<file path="config.mk">
export PLATFORM = sky130hd
export DESIGN_NAME = hex_display_ctrl_flat
export DESIGN_NICKNAME = d
export VERILOG_FILES = /design/src/rtl/hex_display_ctrl_if.sv /design/src/rtl/hex_display_ctrl.sv /design/src/flat_wrapper.sv
export SDC_FILE = /design/constraint.sdc
export NUM_CORES = 1
export LEC_CHECK = 0
export CAP_MARGIN = 20
export CORE_MARGIN = 2
export CORE_UTILIZATION = 45
export DETAILED_ROUTE_END_ITERATION = 7
export PLACE_DENSITY_LB_ADDON = 0.12
export SLEW_MARGIN = 20
export SYNTH_ARGS = -nofsm -noshare
export SYNTH_HDL_FRONTEND = slang
export SYNTH_SLANG_ARGS = --single-unit
export TNS_END_PERCENT = 10
</file>
<file path="constraint.sdc">
create_clock -name clk -period 2.5 [get_ports clk]
set_clock_uncertainty 0.15 [all_clocks]
set_input_delay 0.25 -clock clk [delete_from_list [all_inputs] [get_ports clk]]
set_output_delay 0.25 -clock clk [all_outputs]
set_load 0.01 [all_outputs]
</file>
<file path="src/rtl/hex_display_ctrl_if.sv">
// Bundles the hex display controller's command inputs and display outputs.
// The controller uses the slave modport; whatever drives the commands uses the master modport.
interface hex_display_ctrl_if #(
   parameter int DIGITS = 4
);
   logic [4*DIGITS-1:0] value;
   logic                load;
   logic                inc;
   logic                dec;
   logic                blank_lz;
   logic                blink_en;
   logic [4*DIGITS-1:0] value_q;
   logic                ovf;
   logic                unf;
   logic [7*DIGITS-1:0] seg;
   logic                blink_hidden;  // debug view of the blink phase register

   modport master (
      output value, load, inc, dec, blank_lz, blink_en,
      input  value_q, ovf, unf, seg, blink_hidden
   );

   modport slave (
      input  value, load, inc, dec, blank_lz, blink_en,
      output value_q, ovf, unf, seg, blink_hidden
   );
endinterface

</file>
<file path="src/rtl/hex_display_ctrl.sv">
// Multi-digit hex display controller: a loadable up/down hex counter with wrap flags,
// which drives registered active-low seven-segment outputs with leading-zero blanking and blink.
// There is no valid/ready handshake. Each command is sampled at every rising edge, and
// load has priority over inc/dec. seg follows value_q one edge later.
module hex_display_ctrl #(
   parameter int DIGITS    = 4,
   parameter int BLINK_DIV = 25000000
) (
   input logic          clk,
   input logic          rst,
   hex_display_ctrl_if.slave bus
);
   localparam int W  = 4 * DIGITS;
   localparam int SW = 7 * DIGITS;
   localparam int CW = (BLINK_DIV > 2) ? $clog2(BLINK_DIV) : 1;

   typedef enum logic {PH_VISIBLE = 1'b0, PH_HIDDEN = 1'b1} phase_t;

   logic [W-1:0]  r_value, w_value_nxt;
   logic          r_ovf, w_ovf_nxt;
   logic          r_unf, w_unf_nxt;
   logic [CW-1:0] r_cnt, w_cnt_nxt;
   phase_t        r_phase, w_phase_nxt;
   logic [SW-1:0] r_seg, w_seg_nxt;
   logic          w_hide;
   logic          w_above_zero;
   logic [3:0]    w_nib;

   function automatic logic [6:0] f_decode(input logic [3:0] n);
      case (n)
         4'h0: f_decode = 7'b1000000;
         4'h1: f_decode = 7'b1111001;
         4'h2: f_decode = 7'b0100100;
         4'h3: f_decode = 7'b0110000;
         4'h4: f_decode = 7'b0011001;
         4'h5: f_decode = 7'b0010010;
         4'h6: f_decode = 7'b0000010;
         4'h7: f_decode = 7'b1111000;
         4'h8: f_decode = 7'b0000000;
         4'h9: f_decode = 7'b0011000;
         4'hA: f_decode = 7'b0001000;
         4'hB: f_decode = 7'b0000011;
         4'hC: f_decode = 7'b1000110;
         4'hD: f_decode = 7'b0100001;
         4'hE: f_decode = 7'b0000110;
         default: f_decode = 7'b0001110;
      endcase
   endfunction

   // Counter command: inc and dec together cancel out and raise no flag.
   always_comb begin
      w_value_nxt = r_value;
      w_ovf_nxt   = 1'b0;
      w_unf_nxt   = 1'b0;
      if (bus.load) begin
         w_value_nxt = bus.value;
      end else if (bus.inc && !bus.dec) begin
         w_value_nxt = r_value + W'(1);
         w_ovf_nxt   = &r_value;
      end else if (bus.dec && !bus.inc) begin
         w_value_nxt = r_value - W'(1);
         w_unf_nxt   = ~|r_value;
      end
   end

   // Blink phase FSM: toggles after every BLINK_DIV enabled cycles.
   always_comb begin
      w_cnt_nxt   = r_cnt;
      w_phase_nxt = r_phase;
      if (!bus.blink_en) begin
         w_cnt_nxt   = '0;
         w_phase_nxt = PH_VISIBLE;
      end else if (r_cnt == CW'(BLINK_DIV - 1)) begin
         w_cnt_nxt   = '0;
         w_phase_nxt = (r_phase == PH_VISIBLE) ? PH_HIDDEN : PH_VISIBLE;
      end else begin
         w_cnt_nxt = r_cnt + CW'(1);
      end
   end

   // blink_en is gated in directly, so dropping it reveals the display at the very next update.
   assign w_hide = bus.blink_en && (r_phase == PH_HIDDEN);

   always_comb begin
      w_seg_nxt    = '1;
      w_above_zero = 1'b1;
      w_nib        = '0;
      for (int k = DIGITS - 1; k >= 0; k--) begin
         w_nib        = r_value[4*k +: 4];
         w_above_zero = w_above_zero && (w_nib == 4'h0);
         if (bus.blank_lz && w_above_zero && (k != 0))
            w_seg_nxt[7*k +: 7] = 7'b1111111;
         else
            w_seg_nxt[7*k +: 7] = f_decode(w_nib);
      end
      if (w_hide)
         w_seg_nxt = '1;
   end

   always_ff @(posedge clk) begin
      if (!rst) begin
         r_value <= '0;
         r_ovf   <= 1'b0;
         r_unf   <= 1'b0;
         r_cnt   <= '0;
         r_phase <= PH_VISIBLE;
         r_seg   <= '1;
      end else begin
         r_value <= w_value_nxt;
         r_ovf   <= w_ovf_nxt;
         r_unf   <= w_unf_nxt;
         r_cnt   <= w_cnt_nxt;
         r_phase <= w_phase_nxt;
         r_seg   <= w_seg_nxt;
      end
   end

   assign bus.value_q      = r_value;
   assign bus.ovf          = r_ovf;
   assign bus.unf          = r_unf;
   assign bus.seg          = r_seg;
   assign bus.blink_hidden = (r_phase == PH_HIDDEN);
endmodule

</file>
<file path="src/flat_wrapper.sv">
// flat-port wrapper written by rule: the top's interface ports become plain ports
module hex_display_ctrl_flat 
#(
   parameter int DIGITS    = 4,
   parameter int BLINK_DIV = 25000000
)
  (clk, rst, bus_value, bus_load, bus_inc, bus_dec, bus_blank_lz, bus_blink_en, bus_value_q, bus_ovf, bus_unf, bus_seg, bus_blink_hidden);
  hex_display_ctrl_if #(.DIGITS(DIGITS)) bus_i ();
  input logic clk;
  input logic rst;
  input wire logic [$bits(bus_i.value)-1:0] bus_value;
  input wire logic [$bits(bus_i.load)-1:0] bus_load;
  input wire logic [$bits(bus_i.inc)-1:0] bus_inc;
  input wire logic [$bits(bus_i.dec)-1:0] bus_dec;
  input wire logic [$bits(bus_i.blank_lz)-1:0] bus_blank_lz;
  input wire logic [$bits(bus_i.blink_en)-1:0] bus_blink_en;
  output wire logic [$bits(bus_i.value_q)-1:0] bus_value_q;
  output wire logic [$bits(bus_i.ovf)-1:0] bus_ovf;
  output wire logic [$bits(bus_i.unf)-1:0] bus_unf;
  output wire logic [$bits(bus_i.seg)-1:0] bus_seg;
  output wire logic [$bits(bus_i.blink_hidden)-1:0] bus_blink_hidden;
  assign bus_i.value = bus_value;
  assign bus_i.load = bus_load;
  assign bus_i.inc = bus_inc;
  assign bus_i.dec = bus_dec;
  assign bus_i.blank_lz = bus_blank_lz;
  assign bus_i.blink_en = bus_blink_en;
  assign bus_value_q = bus_i.value_q;
  assign bus_ovf = bus_i.ovf;
  assign bus_unf = bus_i.unf;
  assign bus_seg = bus_i.seg;
  assign bus_blink_hidden = bus_i.blink_hidden;
  hex_display_ctrl #(.DIGITS(DIGITS), .BLINK_DIV(BLINK_DIV)) u_core (.clk(clk), .rst(rst), .bus(bus_i));
endmodule
</file>
==> impl_metrics.json <==
{
  "power_leakage_uw": 0.002177,
  "drv_cap": 0,
  "die_h_um": 100.0,
  "cts_made_buffers": 9,
  "finalNonFillerCells": 716,
  "antenna_cells": 0,
  "placedCellCount": 700,
  "combPwrFrac": 0.376,
  "required_ns": 2.60,
  "clock_latency_ns": 0.35,
  "first_iter_violations": 149,
  "io_buffers": 69,
  "synth-edff-count": 0,
  "critPathMaxFanout": 8,
  "hold_viol_final": 0,
  "cp_num_buf_inv": 2,
  "relSlewSlack": 0.6733,
  "die_area_um2": 10000,
  "rows": 35,
  "yosysTopAreaCell": "dfxtp_1",
  "drc": 0,
  "grt_pass1_vias": 3556,
  "grt_use_met3": 0.04387,
  "tightest_slew_ns": 0.4882,
  "pre_cts_ws_ns": -0.2877,
  "area_growth_pct": 32.10,
  "worstPathArrival_ns": 2.47,
  "grt.overflow.total": 0,
  "cts_setup_buffers": 0,
  "yosysSeqAreaShare": 0.3475,
  "drt-pass1-iter-count": 4,
  "slowest_stage": "clkdlybuf4s50_1",
  "max_clock_freq_mhz": 420.7,
  "root_buffer": "clkbuf_8",
  "postSynth.asyncResetShare": 0,
  "cts_tree": "built",
  "layout_setup_ws_ns": 0.1230,
  "multi_input_area_um2": 2554,
  "cts-htree-levels": 3,
  "routabilityCongestion": 0.8584,
  "syn-instance-count": 489,
  "cts_num_sinks": 72,
  "drive_gt1_frac": 0.1223,
  "yosysWarnings": 0,
  "fin_crit_sh": 0.9508,
  "clkPwrFrac": 0.245,
  "synth.distinct_cells": 44,
  "cp_top_family": "compound AO/OA/AOI/OAI gates",
  "setup_viol": 0,
  "outcome": "completed",
  "ys_top_cells_by_count": "dfxtp_1 (72), nor2_1 (49), nand2_1 (37)",
  "ioPinCount": 70,
  "switching_share": 0.3348,
  "synth_fp_nets": 548,
  "ant_nets": 0,
  "die-width_um": 100.0,
  "track_usage": 0.2136,
  "num-fill-cells": 839,
  "cp-start-kind": "input port",
  "nets": 659,
  "hold_class": "reg -> reg",
  "grt-busiest-layer": "met2",
  "reg2reg_slack_ns": 0.32,
  "use_met1": 0.2809,
  "p_int_uw": 2315,
  "cts_buffer_depth": 2,
  "antenna_found_initial": 0,
  "place_hpwl_mm": 7.942,
  "synth_top_area_share": 0.3475,
  "placed_cell_area_um2": 5289,
  "ir_worst_vdd_mv": 0.3348,
  "synth_flop_cell": "dfxtp_1",
  "ys_ff_latch": 72,
  "fin_crit_ns": 2.377,
  "drv_slew": 0,
  "switchingPower_uw": 1165,
  "synth_area_leaders": "dfxtp_1 (35%), ha_1 (11%), nor2_1 (4.4%), xnor2_1 (4.4%), a21oi_1 (4.3%)",
  "seq_power_share": 0.379,
  "powerDensity_nw_per_um2": 635.1,
  "fin_area_um2": 5479,
  "initial_utilization": 0.4554,
  "core_area_um2": 9109,
  "syn_area_um2": 4148,
  "synth_area_per_cell_um2": 8.482,
  "wirelength_mm": 10.61,
  "post_drt_wl_per_cell_um": 14.82,
  "critical_path_class": "in -> reg",
  "grt_pass1_wl_mm": 17.07,
  "use_met2": 0.3529,
  "cp_cell_sequence": "clkdlybuf4s50_1 -> nand2b_2 -> buf_4 -> ha_1 -> o211ai_1 -> o21ai_1 -> a21boi_1 -> nor2_1 -> a41oi_2 -> mux2_2",
  "grt_max_degree": 26,
  "cp_slowest_stage_delay_ns": 0.40,
  "yosysMostFrequentCell": "dfxtp_1",
  "viasPerCell": 5.366,
  "regArea_um2": 1441,
  "endpoint_kind": "flop",
  "dr_total_vias": 3842,
  "path_clk_slew_ns": 0.08
}
-- logic make-up (layout without fill, tap and decap cells) --
logic type,Yosys count,in the layout,synth area share
buffers and inverters,39,155,0.03921
AO/OA/AOI/OAI,123,123,0.1940
adder cells (fa/ha/maj),36,36,0.1104
AND/OR/NAND/NOR,176,176,0.2169
flip-flops,72,72,0.3475
XOR/XNOR,40,40,0.08447
multiplexers,3,3,0.007541
-- path summary, 6_finish.rpt --
kind	from	endpoint	cells after the start
min	u_core.r_cnt[0]	u_core.r_cnt[0]	1
min reg2reg	u_core.r_cnt[0]	u_core.r_cnt[0]	1
max	bus_dec	u_core.bus.value_q[15]	10
max reg2reg	u_core.bus.value_q[1]	u_core.bus.value_q[12]	8
-- flip-flops by register name, summed over array words and instances, names as in the netlist --
name and flops:
u_core.bus.blink_hidden 1, u_core.bus.ovf 1, u_core.bus.seg 28, u_core.bus.unf 1, u_core.bus.value_q 16, u_core.r_cnt 25
-- repair_timing --
action	in CTS	in global routing
hold buffers	0	0
resized for setup	0	3
endpoints found under the setup margin	0	3
-- layer usage --
layer	share of wire	vias to the layer above	routed length, µm
met1	0.48	1782	5144
met3	0.038	13	406
met2	0.46	71	4906
li1	-	1976	-
met4	0.014	0	151
met5	0	-	0
-- cells in the final DEF, fill, tap and decap left out, types with 2 or more instances in the layout --
| master | n |
|---|---|
| a21boi_1 | 2 |
| a21o_1 | 7 |
| a21oi_1 | 36 |
| a31oi_1 | 3 |
| and2_1 | 8 |
| and3_1 | 4 |
| and4_1 | 6 |
| buf_4 | 52 |
| clkbuf_8 | 10 |
| clkdlybuf4s50_1 | 69 |
| dfxtp_1 | 72 |
| ha_1 | 35 |
| inv_1 | 17 |
| inv_6 | 2 |
| mux2i_1 | 2 |
| nand2_1 | 37 |
| nand2b_1 | 10 |
| nand3_1 | 17 |
| nand4_1 | 15 |
| nor2_1 | 49 |
| nor2b_1 | 13 |
| nor3_1 | 5 |
| nor4_1 | 2 |
| o211a_1 | 2 |
| o211ai_1 | 19 |
| o21a_1 | 2 |
| o21ai_0 | 22 |
| o21ai_1 | 2 |
| o21bai_1 | 2 |
| o221ai_1 | 8 |
| o311ai_0 | 15 |
| or3_1 | 3 |
| xnor2_1 | 21 |
| xor2_1 | 19 |
-- area by class of cell --
type                            instances  area share
Multi-Input combinational cell        378      0.4661
Clock buffer                           11     0.02581
Timing Repair Buffer                  122      0.2010
Clock inverter                          5    0.007079
Tap cell                              111     0.02535
Sequential cell                        72      0.2631
Inverter                               17     0.01165
-- stage by stage --
stage	util	total power, µW	hold WS, ns	TNS (ns)
2_1_floorplan	-	2054	0.2525	0
3_5_place_dp	0.5806	2634	0.3118	-1.672
6_report	0.6015	3480	0.3278	0
4_1_cts	0.6004	3499	0.3307	0
5_1_grt	0.6015	3687	0.3669	-0.01712
3_3_place_gp	0.5806	2630	0.3090	-1.572
-- power by group through the flow --
stage	registers, µW	clock network, µW	logic [µW]
2_1_floorplan	1400	0	650
3_3_place_gp	1340	0	1290
3_5_place_dp	1340	0	1290
4_1_cts	1320	879	1300
5_1_grt	1330	921	1430
6_report	1320	853	1310
(Power assumes the default switching activity.)
